File: src/rtl/adder_share_arb.sv
// adder_share_arb: time-shares one external combinational adder among NREQ
// requesters. A round-robin arbiter grants one request at a time and registers
// its operands toward the adder. After ADD_LAT settle cycles the sum and carry
// are captured into a response register, which is held until the consumer
// accepts it.
module adder_share_arb #(
    parameter int N       = 16,
    parameter int NREQ    = 4,
    parameter int ADD_LAT = 1,
    parameter int IDW     = $clog2(NREQ)
) (
    input  logic              clk,
    input  logic              rst,
    input  logic [NREQ-1:0]   i_req_valid,
    output logic [NREQ-1:0]   o_req_ready,
    input  logic [NREQ*N-1:0] i_req_a,
    input  logic [NREQ*N-1:0] i_req_b,
    output logic [N-1:0]      o_add_a,
    output logic [N-1:0]      o_add_b,
    input  logic [N-1:0]      i_add_sum,
    input  logic              i_add_cout,
    output logic              o_rsp_valid,
    input  logic              i_rsp_ready,
    output logic [IDW-1:0]    o_rsp_id,
    output logic [N-1:0]      o_rsp_sum,
    output logic              o_rsp_cout,
    output logic              o_busy
);

    // Settle counter only has to hold ADD_LAT-1.
    localparam int CW = (ADD_LAT > 1) ? $clog2(ADD_LAT) : 1;

    typedef enum logic [1:0] {
        S_IDLE   = 2'd0,
        S_SETTLE = 2'd1,
        S_RESP   = 2'd2
    } state_t;

    state_t          r_state;
    state_t          w_state_nxt;
    logic [IDW-1:0]  r_rr_ptr;
    logic [CW-1:0]   r_cnt;
    logic [IDW-1:0]  r_id;
    logic [N-1:0]    r_add_a;
    logic [N-1:0]    r_add_b;
    logic            r_rsp_valid;
    logic [IDW-1:0]  r_rsp_id;
    logic [N-1:0]    r_rsp_sum;
    logic            r_rsp_cout;

    logic [IDW:0]    w_pick;
    logic            w_found;
    logic [IDW-1:0]  w_gnt_idx;
    logic [IDW-1:0]  w_ptr_nxt;
    logic            w_handshake;

    // Round-robin pick: first valid requester at or after ptr, wrapping
    // modulo NREQ. Returns {found, index}. Scanning from the far end down
    // lets the closest valid requester overwrite any later one.
    function automatic logic [IDW:0] f_rr_pick(input logic [NREQ-1:0] valid,
                                               input logic [IDW-1:0]  ptr);
        logic [IDW:0] result;
        int           idx;
        result = '0;
        for (int k = NREQ - 1; k >= 0; k--) begin
            idx = int'(ptr) + k;
            if (idx >= NREQ) idx = idx - NREQ;
            if (valid[idx]) result = {1'b1, IDW'(idx)};
        end
        return result;
    endfunction

    // Arbitration decode and grant handshake.
    always_comb begin
        w_pick      = f_rr_pick(i_req_valid, r_rr_ptr);
        w_found     = w_pick[IDW];
        w_gnt_idx   = w_pick[IDW-1:0];
        w_handshake = (r_state == S_IDLE) && w_found && !rst;
        w_ptr_nxt   = (w_gnt_idx == IDW'(NREQ - 1)) ? '0 : w_gnt_idx + IDW'(1);
    end

    // One-hot grant toward the winning requester, only while idle.
    always_comb begin
        // NOTE: every combinational output gets a default before any
        // conditional write, so no path leaves it unassigned (no latch).
        o_req_ready = '0;
        if (w_handshake) o_req_ready[w_gnt_idx] = 1'b1;
    end

    // Next-state logic for the grant / settle / respond sequence.
    always_comb begin
        w_state_nxt = r_state;
        case (r_state)
            S_IDLE:   if (w_handshake) w_state_nxt = S_SETTLE;
            S_SETTLE: if (r_cnt == '0) w_state_nxt = S_RESP;
            S_RESP:   if (i_rsp_ready) w_state_nxt = S_IDLE;
            default:  w_state_nxt = S_IDLE;
        endcase
    end

    // State register.
    always_ff @(posedge clk) begin
        // NOTE: sequential state uses non-blocking assignments so every
        // register samples pre-edge values regardless of statement order.
        if (rst) r_state <= S_IDLE;
        else     r_state <= w_state_nxt;
    end

    // Operand, arbitration-pointer, settle-counter and response registers.
    always_ff @(posedge clk) begin
        if (rst) begin
            r_rr_ptr    <= '0;
            r_cnt       <= '0;
            r_id        <= '0;
            r_add_a     <= '0;
            r_add_b     <= '0;
            r_rsp_valid <= 1'b0;
            r_rsp_id    <= '0;
            r_rsp_sum   <= '0;
            r_rsp_cout  <= 1'b0;
        end else begin
            if (w_handshake) begin
                r_add_a  <= i_req_a[int'(w_gnt_idx)*N +: N];
                r_add_b  <= i_req_b[int'(w_gnt_idx)*N +: N];
                r_id     <= w_gnt_idx;
                r_rr_ptr <= w_ptr_nxt;
                r_cnt    <= CW'(ADD_LAT - 1);
            end
            if (r_state == S_SETTLE) begin
                if (r_cnt != '0) begin
                    r_cnt <= r_cnt - CW'(1);
                end else begin
                    r_rsp_sum   <= i_add_sum;
                    r_rsp_cout  <= i_add_cout;
                    r_rsp_id    <= r_id;
                    r_rsp_valid <= 1'b1;
                end
            end
            if ((r_state == S_RESP) && r_rsp_valid && i_rsp_ready) begin
                r_rsp_valid <= 1'b0;
            end
        end
    end

    assign o_add_a     = r_add_a;
    assign o_add_b     = r_add_b;
    assign o_rsp_valid = r_rsp_valid;
    assign o_rsp_id    = r_rsp_id;
    assign o_rsp_sum   = r_rsp_sum;
    assign o_rsp_cout  = r_rsp_cout;
    assign o_busy      = (r_state != S_IDLE);

endmodule

File: config.mk
export PLATFORM = sky130hd
export DESIGN_NAME = adder_share_arb
export DESIGN_NICKNAME = d
export VERILOG_FILES = /design/src/rtl/adder_share_arb.sv
export SDC_FILE = /design/constraint.sdc
export NUM_CORES = 1
export LEC_CHECK = 0
export BUFFER_PORTS_ARGS = -buffer_cell sky130_fd_sc_hd__buf_4
export CORE_UTILIZATION = 40
export CTS_CLUSTER_DIAMETER = 30
export CTS_CLUSTER_SIZE = 25
export DETAILED_ROUTE_END_ITERATION = 6
export GPL_TIMING_DRIVEN = 0
export PLACE_DENSITY = 0.73
export SLEW_MARGIN = 10
export SYNTH_ARGS = -nofsm -noshare
export SYNTH_HDL_FRONTEND = slang
export SYNTH_SLANG_ARGS = --single-unit
File: constraint.sdc
create_clock -name clk -period 2.98 [get_ports clk]
set_clock_uncertainty 0.2 [all_clocks]
set_input_delay 0.298 -clock clk [delete_from_list [all_inputs] [get_ports clk]]
set_output_delay 0.298 -clock clk [all_outputs]
set_load 0.005 [all_outputs]
==> impl_results.md <==
- Status: complete, no violations
- Layout area overhead: 59.87%
- Most frequent cells after synthesis: nand2_1 (75), dfxtp_1 (59), mux2i_1 (35), and3_1 (33)
- Setup total negative slack: 0 ns
- Iteration-0 DRC Markers: 77
- M3 GR Usage: 0.08455
- Hold Fails Final Rpt: 0
- Yosys cell types: 31
- Setup Buffers After CTS: 0
- Clock Tree Buf Depth: 2
- Asr flop ratio synth: 0
- Startpoint Class: flip-flop
- Num rows: 32
- Clock slew at reported path FFs: around 0.080 ns
- Layout Nets: about 780
- Synth warn: 0
- R2r worst-path depth: 8
- Core Box Area: slightly below 8000 µm²
- Synth area leader: dfxtp_1
- Power per cell area: ~540 nW/µm²
- Inserted Clock Buffers: 9
- Detailed Place HPWL: between 8000 and 9000 µm
- DR pass1 iterations: 4
- Register Area: ~1200 µm²
- Top cell type's share of synthesized area: 0.3544
- First-pass GRT wire length: between 15000 and 20000 µm
- CTS HTree Levels: 3
- Min Hold Slack: between 0.005 and 0.006 ns
- Via density: between 5 and 6
- Crit. End Element: primary output
- Port bufs: 207
- Crit path kind: flip-flop to primary output
- DIE AREA: just under 9000 µm²
- Count of final max-slew check failures: 0
- Drc violations: 0
- Vias: 3699
- FF+latch count, synth: 59
- GRT Max-Usage Layer: met2
- Syn Nets: 550
- Critical path peak fanout: 11
- Cell Area, Synth: around 3300 µm²
- Synthesized area per cell: approximately 8.5 µm²
- Most common cell in the netlist: nand2_1
- RSZ-0062 raised after global routing: no
- Peak VDD IR: about 260 µV
- Crit share post-route: 0.9073
- M2 GR Usage: 0.4614
- Ant diodes: 0
- CTS tree: done
- Vias in the first global route: 3635
- Die H: between 90 and 100 µm
- Top-Level Pins: around 210
- Filler cell count: approximately 700
- Clk root buf: clkbuf_8
- Synth Instances: between 300 and 400
- Synth top area cells: dfxtp_1 (35%), mux2i_1 (11%), nand2_1 (8.4%)
- Slew margin rel.: 0.5764
- Multi-input logic area: about 2000 µm²
- Worst min-delay path class: input pin to flip-flop
- Total grt overflow: 0
- Total length of routed wires: about 11000 µm
- # setup viols final: 0
- Worst slew pin tran: ~0.63 ns
- DRT antenna net count: 0
- Req. time, crit path: 2.48 ns
- Synth Flop Type: dfxtp_1
- Max Fclk: between 300 and 400 MHz
- Skew-Pair Late Insertion Delay: approximately 0.34 ns
- GR Util met1: 0.2745
- Static leakage: around 2.5 nW
- Gp weighted congestion: about 0.80
- Crit path time final: about 2.7 ns
- Max-cap check violation count: 0
- Starting density of the core: 0.4226
- Avg WL per Cell: between 15 and 20 µm
- EDFF count, synth: 0
- Pin count of the biggest net entering global routing: 13
- Seq/Total Area, Yosys: 0.3544
- Worst EP arrival: about 2.2 ns
- # clock sinks: between 50 and 60
- Die extent in x: about 93 µm
- Hold path depth: 3
- Initial antenna violation count: 0
- Share of cells above drive strength 1: 0.4345
- Gr usage total: 0.2534
## layout by cell type (no fill, tap or decap), types with 2 or more instances in the layout
master         synthesis  final
bufinv_16              0      2
mux2i_1               35     35
a21boi_1              32     32
nand2_1               75     75
nor2b_1                3      3
nand2b_1               5      5
buf_2                 10     10
o21ai_1                2      2
o211ai_1              32     32
clkinvlp_4             0      3
and3_1                33     33
buf_6                  3      3
and2_1                 4      4
clkbuf_1              19     19
dfxtp_1               59     59
o21ai_2               30     30
inv_1                  4      4
buf_4                  0    207
nor2_1                 8      8
a21oi_1               23     23
ha_1                   4      4
clkbuf_8               0      9
dlygate4sd3_1          0      9
## final timing paths
kind | end | start | slack [ns]
setup reg to reg | r_rr_ptr[0]$_SDFFE_PP0P_ | r_rr_ptr[1]$_SDFFE_PP0P_ | 0.63
hold / removal | o_rsp_sum[3]$_SDFFE_PP0P_ | i_add_sum[3] | 0.005
setup / recovery | o_req_ready[3] | r_rr_ptr[1]$_SDFFE_PP0P_ | 0.28
hold reg to reg | o_rsp_id[1]$_SDFFE_PP0P_ | r_id[1]$_SDFFE_PP0P_ | 0.26
## state kept, by name (all words and copies together), names as in the netlist
name and count:
o_add_a 16, o_add_b 16, o_rsp_cout 1, o_rsp_id 2, o_rsp_sum 16, o_rsp_valid 1
r_cnt 1, r_id 2, r_rr_ptr 2, r_state 2
## critical path: stages, from the launching register on
cell and delay (ns):
dfxtp_1 0.41, nand2_1 0.08, a311o_1 0.36, nand2_1 0.13, inv_2 0.11, buf_2 0.25
ha_1 0.25, and2_1 0.14, buf_4 0.13
## routing by layer
metal / vias up / share of wire
met1: 1687 / 0.39
met3: 18 / 0.085
met4: 0 / 0.018
met5: - / 0
li1: 1849 / -
met2: 145 / 0.51
## cell type report
class / count / area share
multi-input combinational: 298 / 0.3712
buffer: 32 / 0.02911
inverter: 5 / 0.003522
sequential: 59 / 0.2216
clock inverter: 7 / 0.01878
tap: 102 / 0.02395
timing repair buffer: 216 / 0.3085
clock buffer: 9 / 0.02324
## per-stage QoR
step	area (µm²)	util	power, W	instances	setup WS, ns
6_report	5329	0.6756	0.002881	728	0.2763
2_1_floorplan	3333	-	0.001570	394	0.8508
3_3_place_gp	5015	0.6358	0.002038	703	0.5766
4_1_cts	5329	0.6756	0.002903	728	0.2491
3_5_place_dp	5015	0.6358	0.002062	703	0.5638
5_1_grt	5329	0.6756	0.003046	728	0.1128
## where the power goes
group          switching, W  leakage [nW]  internal [W]
Clock              0.000356         0.102      0.000474
Combinational      0.000511          1.90      0.000543
Sequential        0.0000784         0.485      0.000919
## timing repair
| item | in CTS | in global routing |
|---|---|---|
| hold buffers | 9 | 0 |
| resized for setup | 0 | 0 |
| endpoints found under the hold margin | 9 | 0 |
## cell families after synthesis
group | count (synthesis) | share of synthesized area
AO/OA/AOI/OAI | 125 | 0.2744
adder cells (fa/ha/maj) | 4 | 0.01502
buffers and inverters | 37 | 0.05218
flip-flops | 59 | 0.3544
multiplexers | 35 | 0.1051
AND/OR/NAND/NOR | 134 | 0.1990
No activity file was read; power rests on OpenSTA's default activity.
